### config.mk
export PLATFORM = sky130hd
export DESIGN_NAME = ps2_host_cmd_flat
export DESIGN_NICKNAME = d
export VERILOG_FILES = /design/src/rtl/ps2_host_cmd_if.sv /design/src/rtl/ps2_host_cmd.sv /design/src/flat_wrapper.sv
export SDC_FILE = /design/constraint.sdc
export NUM_CORES = 1
export LEC_CHECK = 0
export CAP_MARGIN = 20
export CELL_PAD_IN_SITES_DETAIL_PLACEMENT = 0
export CELL_PAD_IN_SITES_GLOBAL_PLACEMENT = 1
export CORE_MARGIN = 3
export CORE_UTILIZATION = 28
export DETAILED_ROUTE_END_ITERATION = 12
export HOLD_SLACK_MARGIN = 0.03
export PLACE_DENSITY_LB_ADDON = 0.05
export SLEW_MARGIN = 20
export SYNTH_ARGS = -nofsm -noshare
export SYNTH_HDL_FRONTEND = slang
export SYNTH_SLANG_ARGS = --single-unit
### constraint.sdc
create_clock -name clk -period 2.55 [get_ports clk]
set_clock_uncertainty 0.05 [all_clocks]
set_input_delay 0.3825 -clock clk [delete_from_list [all_inputs] [get_ports clk]]
set_output_delay 0.3825 -clock clk [all_outputs]
set_load 0.005 [all_outputs]
### src/rtl/ps2_host_cmd_if.sv
// CPU register window plus receiver hand-off signals of the PS/2 command sequencer.
// Combinational bundle: no latency of its own.
// rx_valid/rx_ack form a hold/release handshake; the receiver holds its byte until rx_ack.
interface ps2_host_cmd_if;
    logic [7:0] dbr;
    logic [7:0] dbw;
    logic       addr;
    logic       we;
    logic       cs;
    logic       rx_valid;
    logic [7:0] rx_byte;
    logic       rx_ack;
    logic       rx_inhibit;

    modport slave (
        output dbr, rx_ack, rx_inhibit,
        input  dbw, addr, we, cs, rx_valid, rx_byte
    );

    modport master (
        input  dbr, rx_ack, rx_inhibit,
        output dbw, addr, we, cs, rx_valid, rx_byte
    );
endinterface

### src/rtl/ps2_host_cmd.sv
// PS/2 host-to-device command sequencer: inhibit, 11-bit request frame, device response with retry.
// Latency: busy/clk inhibit one cycle after the write; data changes one cycle after each detected clock fall.
// Backpressure: command writes are dropped while busy; the receiver byte is held until rx_ack.
module ps2_host_cmd #(
    parameter int unsigned INHIBIT_CYCLES = 1200,
    parameter int unsigned TIMEOUT_CYCLES = 240000,
    parameter int unsigned MAX_RETRY      = 3
) (
    input  logic           clk,
    input  logic           rst_n,
    ps2_host_cmd_if.slave  bus,
    input  logic           ps2_clk_in,
    input  logic           ps2_data_in,
    output logic           ps2_clk_oe,
    output logic           ps2_data_oe
);
    localparam int INH_W = $clog2(INHIBIT_CYCLES + 1);
    localparam int TMO_W = $clog2(TIMEOUT_CYCLES + 1);
    localparam logic [INH_W-1:0] INH_LAST = INH_W'(INHIBIT_CYCLES - 1);
    localparam logic [TMO_W-1:0] TMO_MAX  = TMO_W'(TIMEOUT_CYCLES);

    typedef enum logic [2:0] {
        S_IDLE, S_INHIBIT, S_START, S_SEND, S_ACKBIT, S_LINEIDLE, S_WAITRSP, S_RETRY
    } state_t;

    state_t           state_q, state_d;
    logic [7:0]       cmd_q, cmd_d;
    logic [3:0]       bit_cnt_q, bit_cnt_d;
    logic [INH_W-1:0] inh_cnt_q, inh_cnt_d;
    logic [TMO_W-1:0] tmo_cnt_q, tmo_cnt_d;
    logic [2:0]       retries_q, retries_d;
    logic             done_q, done_d, ok_q, ok_d;
    logic             err_nak_q, err_nak_d, err_tmo_q, err_tmo_d;
    logic             cause_tmo_q, cause_tmo_d;
    logic             data_oe_q, data_oe_d;
    logic             clk_q;
    logic [7:0]       resp_q, resp_d;
    logic [7:0]       dbr_q, dbr_d;

    logic       fall, timeout, wr_cmd;
    logic [7:0] status;

    assign fall    = clk_q & ~ps2_clk_in;
    assign wr_cmd  = bus.cs & bus.we & ~bus.addr;
    assign timeout = (state_q inside {S_INHIBIT, S_START, S_SEND, S_ACKBIT, S_LINEIDLE, S_WAITRSP})
                     && (tmo_cnt_q == TMO_MAX);
    assign status  = {state_q != S_IDLE, done_q, ok_q, err_nak_q, err_tmo_q, retries_q};

    always_ff @(posedge clk or negedge rst_n) begin
        if (!rst_n) begin
            state_q     <= S_IDLE;
            cmd_q       <= '0;
            bit_cnt_q   <= '0;
            inh_cnt_q   <= '0;
            tmo_cnt_q   <= '0;
            retries_q   <= '0;
            done_q      <= 1'b0;
            ok_q        <= 1'b0;
            err_nak_q   <= 1'b0;
            err_tmo_q   <= 1'b0;
            cause_tmo_q <= 1'b0;
            data_oe_q   <= 1'b0;
            clk_q       <= 1'b1;
            resp_q      <= '0;
            dbr_q       <= '0;
        end else begin
            state_q     <= state_d;
            cmd_q       <= cmd_d;
            bit_cnt_q   <= bit_cnt_d;
            inh_cnt_q   <= inh_cnt_d;
            tmo_cnt_q   <= tmo_cnt_d;
            retries_q   <= retries_d;
            done_q      <= done_d;
            ok_q        <= ok_d;
            err_nak_q   <= err_nak_d;
            err_tmo_q   <= err_tmo_d;
            cause_tmo_q <= cause_tmo_d;
            data_oe_q   <= data_oe_d;
            clk_q       <= ps2_clk_in;
            resp_q      <= resp_d;
            dbr_q       <= dbr_d;
        end
    end

    always_comb begin
        state_d     = state_q;
        cmd_d       = cmd_q;
        bit_cnt_d   = bit_cnt_q;
        inh_cnt_d   = inh_cnt_q;
        tmo_cnt_d   = tmo_cnt_q;
        retries_d   = retries_q;
        done_d      = done_q;
        ok_d        = ok_q;
        err_nak_d   = err_nak_q;
        err_tmo_d   = err_tmo_q;
        cause_tmo_d = cause_tmo_q;
        data_oe_d   = data_oe_q;
        resp_d      = resp_q;
        dbr_d       = dbr_q;

        if (state_q != S_IDLE && tmo_cnt_q != TMO_MAX)
            tmo_cnt_d = tmo_cnt_q + TMO_W'(1);

        // Timeout wins over any fall or rx_valid seen in the same cycle.
        if (timeout) begin
            state_d     = S_RETRY;
            data_oe_d   = 1'b0;
            cause_tmo_d = 1'b1;
        end else begin
            case (state_q)
                S_IDLE: if (wr_cmd) begin
                    cmd_d     = bus.dbw;
                    done_d    = 1'b0;
                    ok_d      = 1'b0;
                    err_nak_d = 1'b0;
                    err_tmo_d = 1'b0;
                    retries_d = '0;
                    inh_cnt_d = '0;
                    tmo_cnt_d = '0;
                    state_d   = S_INHIBIT;
                end
                S_INHIBIT: begin
                    if (inh_cnt_q == INH_LAST) begin
                        data_oe_d = 1'b1;
                        state_d   = S_START;
                    end else begin
                        inh_cnt_d = inh_cnt_q + INH_W'(1);
                    end
                end
                S_START: begin
                    bit_cnt_d = '0;
                    state_d   = S_SEND;
                end
                S_SEND: if (fall) begin
                    bit_cnt_d = bit_cnt_q + 4'd1;
                    if (bit_cnt_q < 4'd8) begin
                        data_oe_d = ~cmd_q[bit_cnt_q[2:0]];
                    end else if (bit_cnt_q == 4'd8) begin
                        data_oe_d = ^cmd_q;
                    end else begin
                        data_oe_d = 1'b0;
                        state_d   = S_ACKBIT;
                    end
                end
                S_ACKBIT: if (fall) begin
                    if (ps2_data_in) begin
                        cause_tmo_d = 1'b0;
                        state_d     = S_RETRY;
                    end else begin
                        state_d     = S_LINEIDLE;
                    end
                end
                S_LINEIDLE: if (ps2_clk_in && ps2_data_in) state_d = S_WAITRSP;
                S_WAITRSP: if (bus.rx_valid) begin
                    resp_d = bus.rx_byte;
                    if (bus.rx_byte == 8'hFA) begin
                        done_d  = 1'b1;
                        ok_d    = 1'b1;
                        state_d = S_IDLE;
                    end else if (bus.rx_byte == 8'hFE) begin
                        cause_tmo_d = 1'b0;
                        state_d     = S_RETRY;
                    end else begin
                        done_d    = 1'b1;
                        err_nak_d = 1'b1;
                        state_d   = S_IDLE;
                    end
                end
                S_RETRY: begin
                    if (retries_q < 3'(MAX_RETRY)) begin
                        retries_d = retries_q + 3'd1;
                        inh_cnt_d = '0;
                        tmo_cnt_d = '0;
                        state_d   = S_INHIBIT;
                    end else begin
                        done_d    = 1'b1;
                        err_tmo_d = cause_tmo_q;
                        err_nak_d = ~cause_tmo_q;
                        state_d   = S_IDLE;
                    end
                end
                default: state_d = S_IDLE;
            endcase
        end

        if (bus.cs && !bus.we)
            dbr_d = bus.addr ? resp_q : status;
    end

    always_comb begin
        ps2_clk_oe     = (state_q == S_INHIBIT);
        bus.rx_inhibit = state_q inside {S_INHIBIT, S_START, S_SEND, S_ACKBIT, S_LINEIDLE};
        bus.rx_ack     = (state_q == S_WAITRSP) && bus.rx_valid && !timeout;
    end

    assign ps2_data_oe = data_oe_q;
    assign bus.dbr     = dbr_q;
endmodule

### src/flat_wrapper.sv
// flat-port wrapper written by rule: the top's interface ports become plain ports
module ps2_host_cmd_flat 
#(
    parameter int unsigned INHIBIT_CYCLES = 1200,
    parameter int unsigned TIMEOUT_CYCLES = 240000,
    parameter int unsigned MAX_RETRY      = 3
)
  (clk, rst_n, ps2_clk_in, ps2_data_in, ps2_clk_oe, ps2_data_oe, bus_dbr, bus_rx_ack, bus_rx_inhibit, bus_dbw, bus_addr, bus_we, bus_cs, bus_rx_valid, bus_rx_byte);
  ps2_host_cmd_if bus_i ();
  input  logic clk;
  input  logic rst_n;
  input  logic ps2_clk_in;
  input  logic ps2_data_in;
  output logic ps2_clk_oe;
  output logic ps2_data_oe;
  output wire logic [$bits(bus_i.dbr)-1:0] bus_dbr;
  output wire logic [$bits(bus_i.rx_ack)-1:0] bus_rx_ack;
  output wire logic [$bits(bus_i.rx_inhibit)-1:0] bus_rx_inhibit;
  input wire logic [$bits(bus_i.dbw)-1:0] bus_dbw;
  input wire logic [$bits(bus_i.addr)-1:0] bus_addr;
  input wire logic [$bits(bus_i.we)-1:0] bus_we;
  input wire logic [$bits(bus_i.cs)-1:0] bus_cs;
  input wire logic [$bits(bus_i.rx_valid)-1:0] bus_rx_valid;
  input wire logic [$bits(bus_i.rx_byte)-1:0] bus_rx_byte;
  assign bus_dbr = bus_i.dbr;
  assign bus_rx_ack = bus_i.rx_ack;
  assign bus_rx_inhibit = bus_i.rx_inhibit;
  assign bus_i.dbw = bus_dbw;
  assign bus_i.addr = bus_addr;
  assign bus_i.we = bus_we;
  assign bus_i.cs = bus_cs;
  assign bus_i.rx_valid = bus_rx_valid;
  assign bus_i.rx_byte = bus_rx_byte;
  ps2_host_cmd #(.INHIBIT_CYCLES(INHIBIT_CYCLES), .TIMEOUT_CYCLES(TIMEOUT_CYCLES), .MAX_RETRY(MAX_RETRY)) u_core (.clk(clk), .rst_n(rst_n), .bus(bus_i), .ps2_clk_in(ps2_clk_in), .ps2_data_in(ps2_data_in), .ps2_clk_oe(ps2_clk_oe), .ps2_data_oe(ps2_data_oe));
endmodule
==> metrics.sh <==
NUMBER_OF_GLOBAL_ROUTE_VIAS_BEFORE_REPAIR=3454
TOTALNEGATIVESETUPSLACK_NS=0
TIMING.FINAL.SETUP_VIOLATIONS=0
VIAS=3430
CP.BUFFERS_INVERTERS=3
PORT_BUFFERS=35
REG2REGPATHDEPTH=7
HOLD_VIOL_FINAL=0
LAUNCHING_ELEMENT_TYPE_OF_THE_CRITICAL_PATH='flop'
CLOCK_TREE_FROM_TRITONCTS='yes'
RSZ0062_AT_GRT='no'
CRITICAL_PATH.REG2REG.STARTPOINT='u_core.tmo_cnt_q[1]$_DFF_PN0_'
POST_CTS_HOLD_BUFFER_COUNT=0
GRT_REMAINING_OVERFLOW=0
ANTENNA_VIOLATIONS_BEFORE_REPAIR=0
SHARE_SEQ_OF_TOTAL_POWER_PCT=33.4
CP.REQUIRED_NS=2.12
HPWL_MICRONS=7630
RELATIVE_MAX_TRANSITION_MARGIN_PCT=49.7
CRITPATHTOPFAMILY='buffers and inverters'
DIE-HEIGHT_MICRONS=126
SWITCHING_SHARE_PCT=36.0
WIRELENGTH_MICRONS=10900
WORSTMARGINPINSLEW_NS=0.755
FLOORPLAN.INITIALDENSITY_PCT=28.8
N_FILL_CELL=1412
RRSETUPSLACK_NS=0.20
CLKPWRFRAC_PCT=24.8
ROOT_BUFFER='clkbuf_16'
SETUP_SLACK_NS=0.157
FMAX_GHz=0.418
CORE_AREA_SQ_UM=14000
ROUTABILITY_CONGESTION_ESTIMATE_FROM_GLOBAL_PLACEMENT=0.779
SYNTHARSTFLOPSHARE_PCT=100
LAYOUT_WORST_PATH_CYCLE_SHARE_PCT=93.8
POST-PLACE-WS_NS=0.0820
SYNTH_ENABLE_FLOP_CELLS=0
SYN2LAYOUT_AREA_GROWTH_PCT=26.1
TIMING.SETUP.CRITICAL_PATH_CLASS='reg -> out'
INTERNAL-POWER_mW=3.32
GRT_USE_TOTAL_PCT=14.5
TIMING_MAX_TRANSITION_VIOLATIONS_FINAL=0
LAYOUT-DRIVE-GT1-SHARE_PCT=18.0
DR.PASS1.ITERS=4
POWER.SWITCHING_mW=1.86
VDD_IR_DROP_MAX_uV=402
SYNTHESIS.INSTANCES=408
SYNTH_CELL_TYPES=57
ROUTE.DETAILED.DRC=0
WORST_PATH_MAX_STAGE_DELAY_NS=0.53
SYNTHESIS.AREA_PER_INSTANCE_SQ_UM=9.87
WORST_EP_ARRIVAL_TIME_NS=1.96
POSTSYNTHREGISTERBITS=70
MAX-CLOCK-PATH-BUFFERS=2
DRT-INITIAL-DRC-COUNT=163
SYNTHESIZED_NETLIST_NET_COUNT=437
PATH_MAX_FANOUT=17
CLOCK_SINK_COUNT=70
CTS.REPORTEDPATHS.CLKPINSLEW_NS=0.06
PWR-SHARE-COMB_PCT=41.8
FP.DIEW_MICRONS=126
GRT_START_MAX_NET_PINS=71
PLACEMENTROWS=43
CLOCK_INSERTION_DELAY_WORST_SKEW_NS=0.34
SEQ_AREA_FRAC_SYNTH_PCT=43.5
CTS_MADE_BUFFERS=9
SYN-CELL-AREA_SQ_UM=4030
POWER-PER-CELL-AREA_nW_PER_UM2=1020
SYNTH_WARNINGS=0
DRTANTENNAVIOLNETS=0
RUN_STATUS='completed'
END_KIND='primary output'
R2R_END='u_core.ps2_data_oe$_DFFE_PN0P_'
POWER.LEAKAGE_nW=2.09
CELL_BY_CELL_LISTING_OF_THE_CRITICAL_PATH='buf_4, nor2_1, nand2_1, inv_1, clkdlybuf4s50_1'
CRITICAL_PATH.SLOWEST_CELL='clkdlybuf4s50_1'
ANTENNA_CELLS_INSERTED=0
DOMINANT_SYNTHESIZED_FLOP_CELL='dfrtp_1'
FINAL_NET_COUNT=495
ROUTE.DETAILED.VIAS_PER_INST=5.27
MAX_CAP_VIOLATIONS=0
GRT_PASS1_WL_MICRONS=18400
NUM_IO_PINS=36
HTREEDEPTH=3
ROUTEDWLPERCELL_MICRONS=16.7
CRITPATHLAUNCH='u_core.state_q[1]$_DFFE_PN0P_'
DIE-AREA_SQ_UM=15800
POST_LAYOUT_MIN_PERIOD_NS=2.39
MIN-DELAY-PATH-CLASS='in -> async'
==> through the flow <==
| step | area, sq um | hold slack, ns | util [%] | instances | total power, mW |
|---|---|---|---|---|---|
| after floorplan | 4030 | 0.0369 | - | 408 | 3.11 |
| after global placement | 4730 | 0.403 | 33.8 | 633 | 3.88 |
| after detailed placement | 4730 | 0.405 | 33.8 | 633 | 3.89 |
| after CTS | 5050 | 0.0396 | 36.1 | 650 | 5.24 |
| after global routing | 5080 | 0.0591 | 36.3 | 651 | 5.60 |
| final | 5080 | 0.00120 | 36.3 | 651 | 5.18 |
==> per-layer routing <==
layer | GRT usage, % | part of all wire [%] | vias to the layer above
met5 | 0 | 0 | -
li1 | - | - | 1670
met4 | 4.73 | 1.4 | 0
met2 | 21.9 | 46 | 52
met1 | 20.3 | 49 | 1699
met3 | 3.82 | 3.3 | 9
==> final cells by class <==
type	count	area, sq um	area share [%]
Multi-Input combinational cell	305	2140	42.2
Sequential cell	70	1750	34.5
Timing Repair Buffer	67	606	11.9
Clock buffer	13	260	5.13
Tap cell	180	225	4.44
Inverter	13	48.8	0.961
Clock inverter	3	42.5	0.838
==> power groups by stage <==
stage / sequential (mW) / combinational, mW / clock (mW)
after floorplan: 1.67 / 1.45 / 0
after global placement: 1.73 / 2.15 / 0
after detailed placement: 1.75 / 2.15 / 0
after CTS: 1.73 / 2.17 / 1.34
after global routing: 1.78 / 2.43 / 1.39
final: 1.73 / 2.17 / 1.28
==> synth_stat cells, drive strengths merged, types with 8 or more instances <==
library cell | count | area share (%)
o21ai | 28 | 3.6
clkbuf | 12 | 1.1
o31ai | 19 | 3.5
buf | 8 | 1.7
mux2i | 10 | 2.5
and2 | 8 | 1.3
o41ai | 8 | 1.7
dfrtp | 69 | 43
inv | 13 | 1.2
nand4 | 10 | 1.6
nor2 | 18 | 1.7
nand2b | 12 | 1.9
mux2 | 17 | 4.8
or4 | 17 | 3.2
nand2 | 35 | 3.3
a21oi | 31 | 3.9
nand3 | 14 | 1.7
==> cells by family (layout without fill, tap and decap cells) <==
group           after synthesis  after routing  synth area share, %
simple gates                154            154                 23.2
mux                          29             29                 8.36
xor+xnor                      7              7                 1.52
flops                        70             70                 43.6
compound gates              110            110                 17.7
buf+inv                      33             96                 4.07
fa+ha+maj                     5              5                 1.55
==> worst register-to-register path, delay by kind of cell (launching register included) <==
kind	cells	cell delay (ns)
AOI/OAI and AO/OA	3	0.68
adders and majority gates	1	0.17
buffers and inverters	1	0.07
DFF	1	0.40
and+or+nand+nor	2	0.93
==> cell usage in the layout, fill, tap and decap left out, drive strengths merged, types with 17 or more instances in the layout <==
cell	count
a21oi	31
buf	33
clkdlybuf4s50	33
dfrtp	69
mux2	17
nand2	35
nor2	18
o21ai	28
o31ai	19
or4	17
==> registers in the layout, summed over array words and instances, names as in the netlist, 3 cells and up <==
signal	cells
u_core.inh_cnt_q	11
u_core.bus.dbr	8
u_core.resp_q	8
u_core.bit_cnt_q	4
u_core.retries_q	3
u_core.tmo_cnt_q	18
u_core.cmd_q	8
u_core.state_q	3
==> timing repair <==
item	in CTS	in global routing
pin swaps	2	2
resized for setup	3	6
setup buffers	1	1
setup endpoints to repair	1	2
cloned	0	0
==> how the worst max path moves through the flow <==
| stage | endpoint | cells past startpoint |
|---|---|---|
| global placement | bus_rx_ack | 7 |
| global route | u_core.inh_cnt_q[9]$_DFFE_PN0P_ | 6 |
| finish | ps2_clk_oe | 5 |
| CTS | bus_rx_ack | 6 |
| floorplan | u_core.ps2_data_oe$_DFFE_PN0P_ | 9 |
| detailed placement | bus_rx_ack | 7 |
No activity file was read; power rests on OpenSTA's default activity.
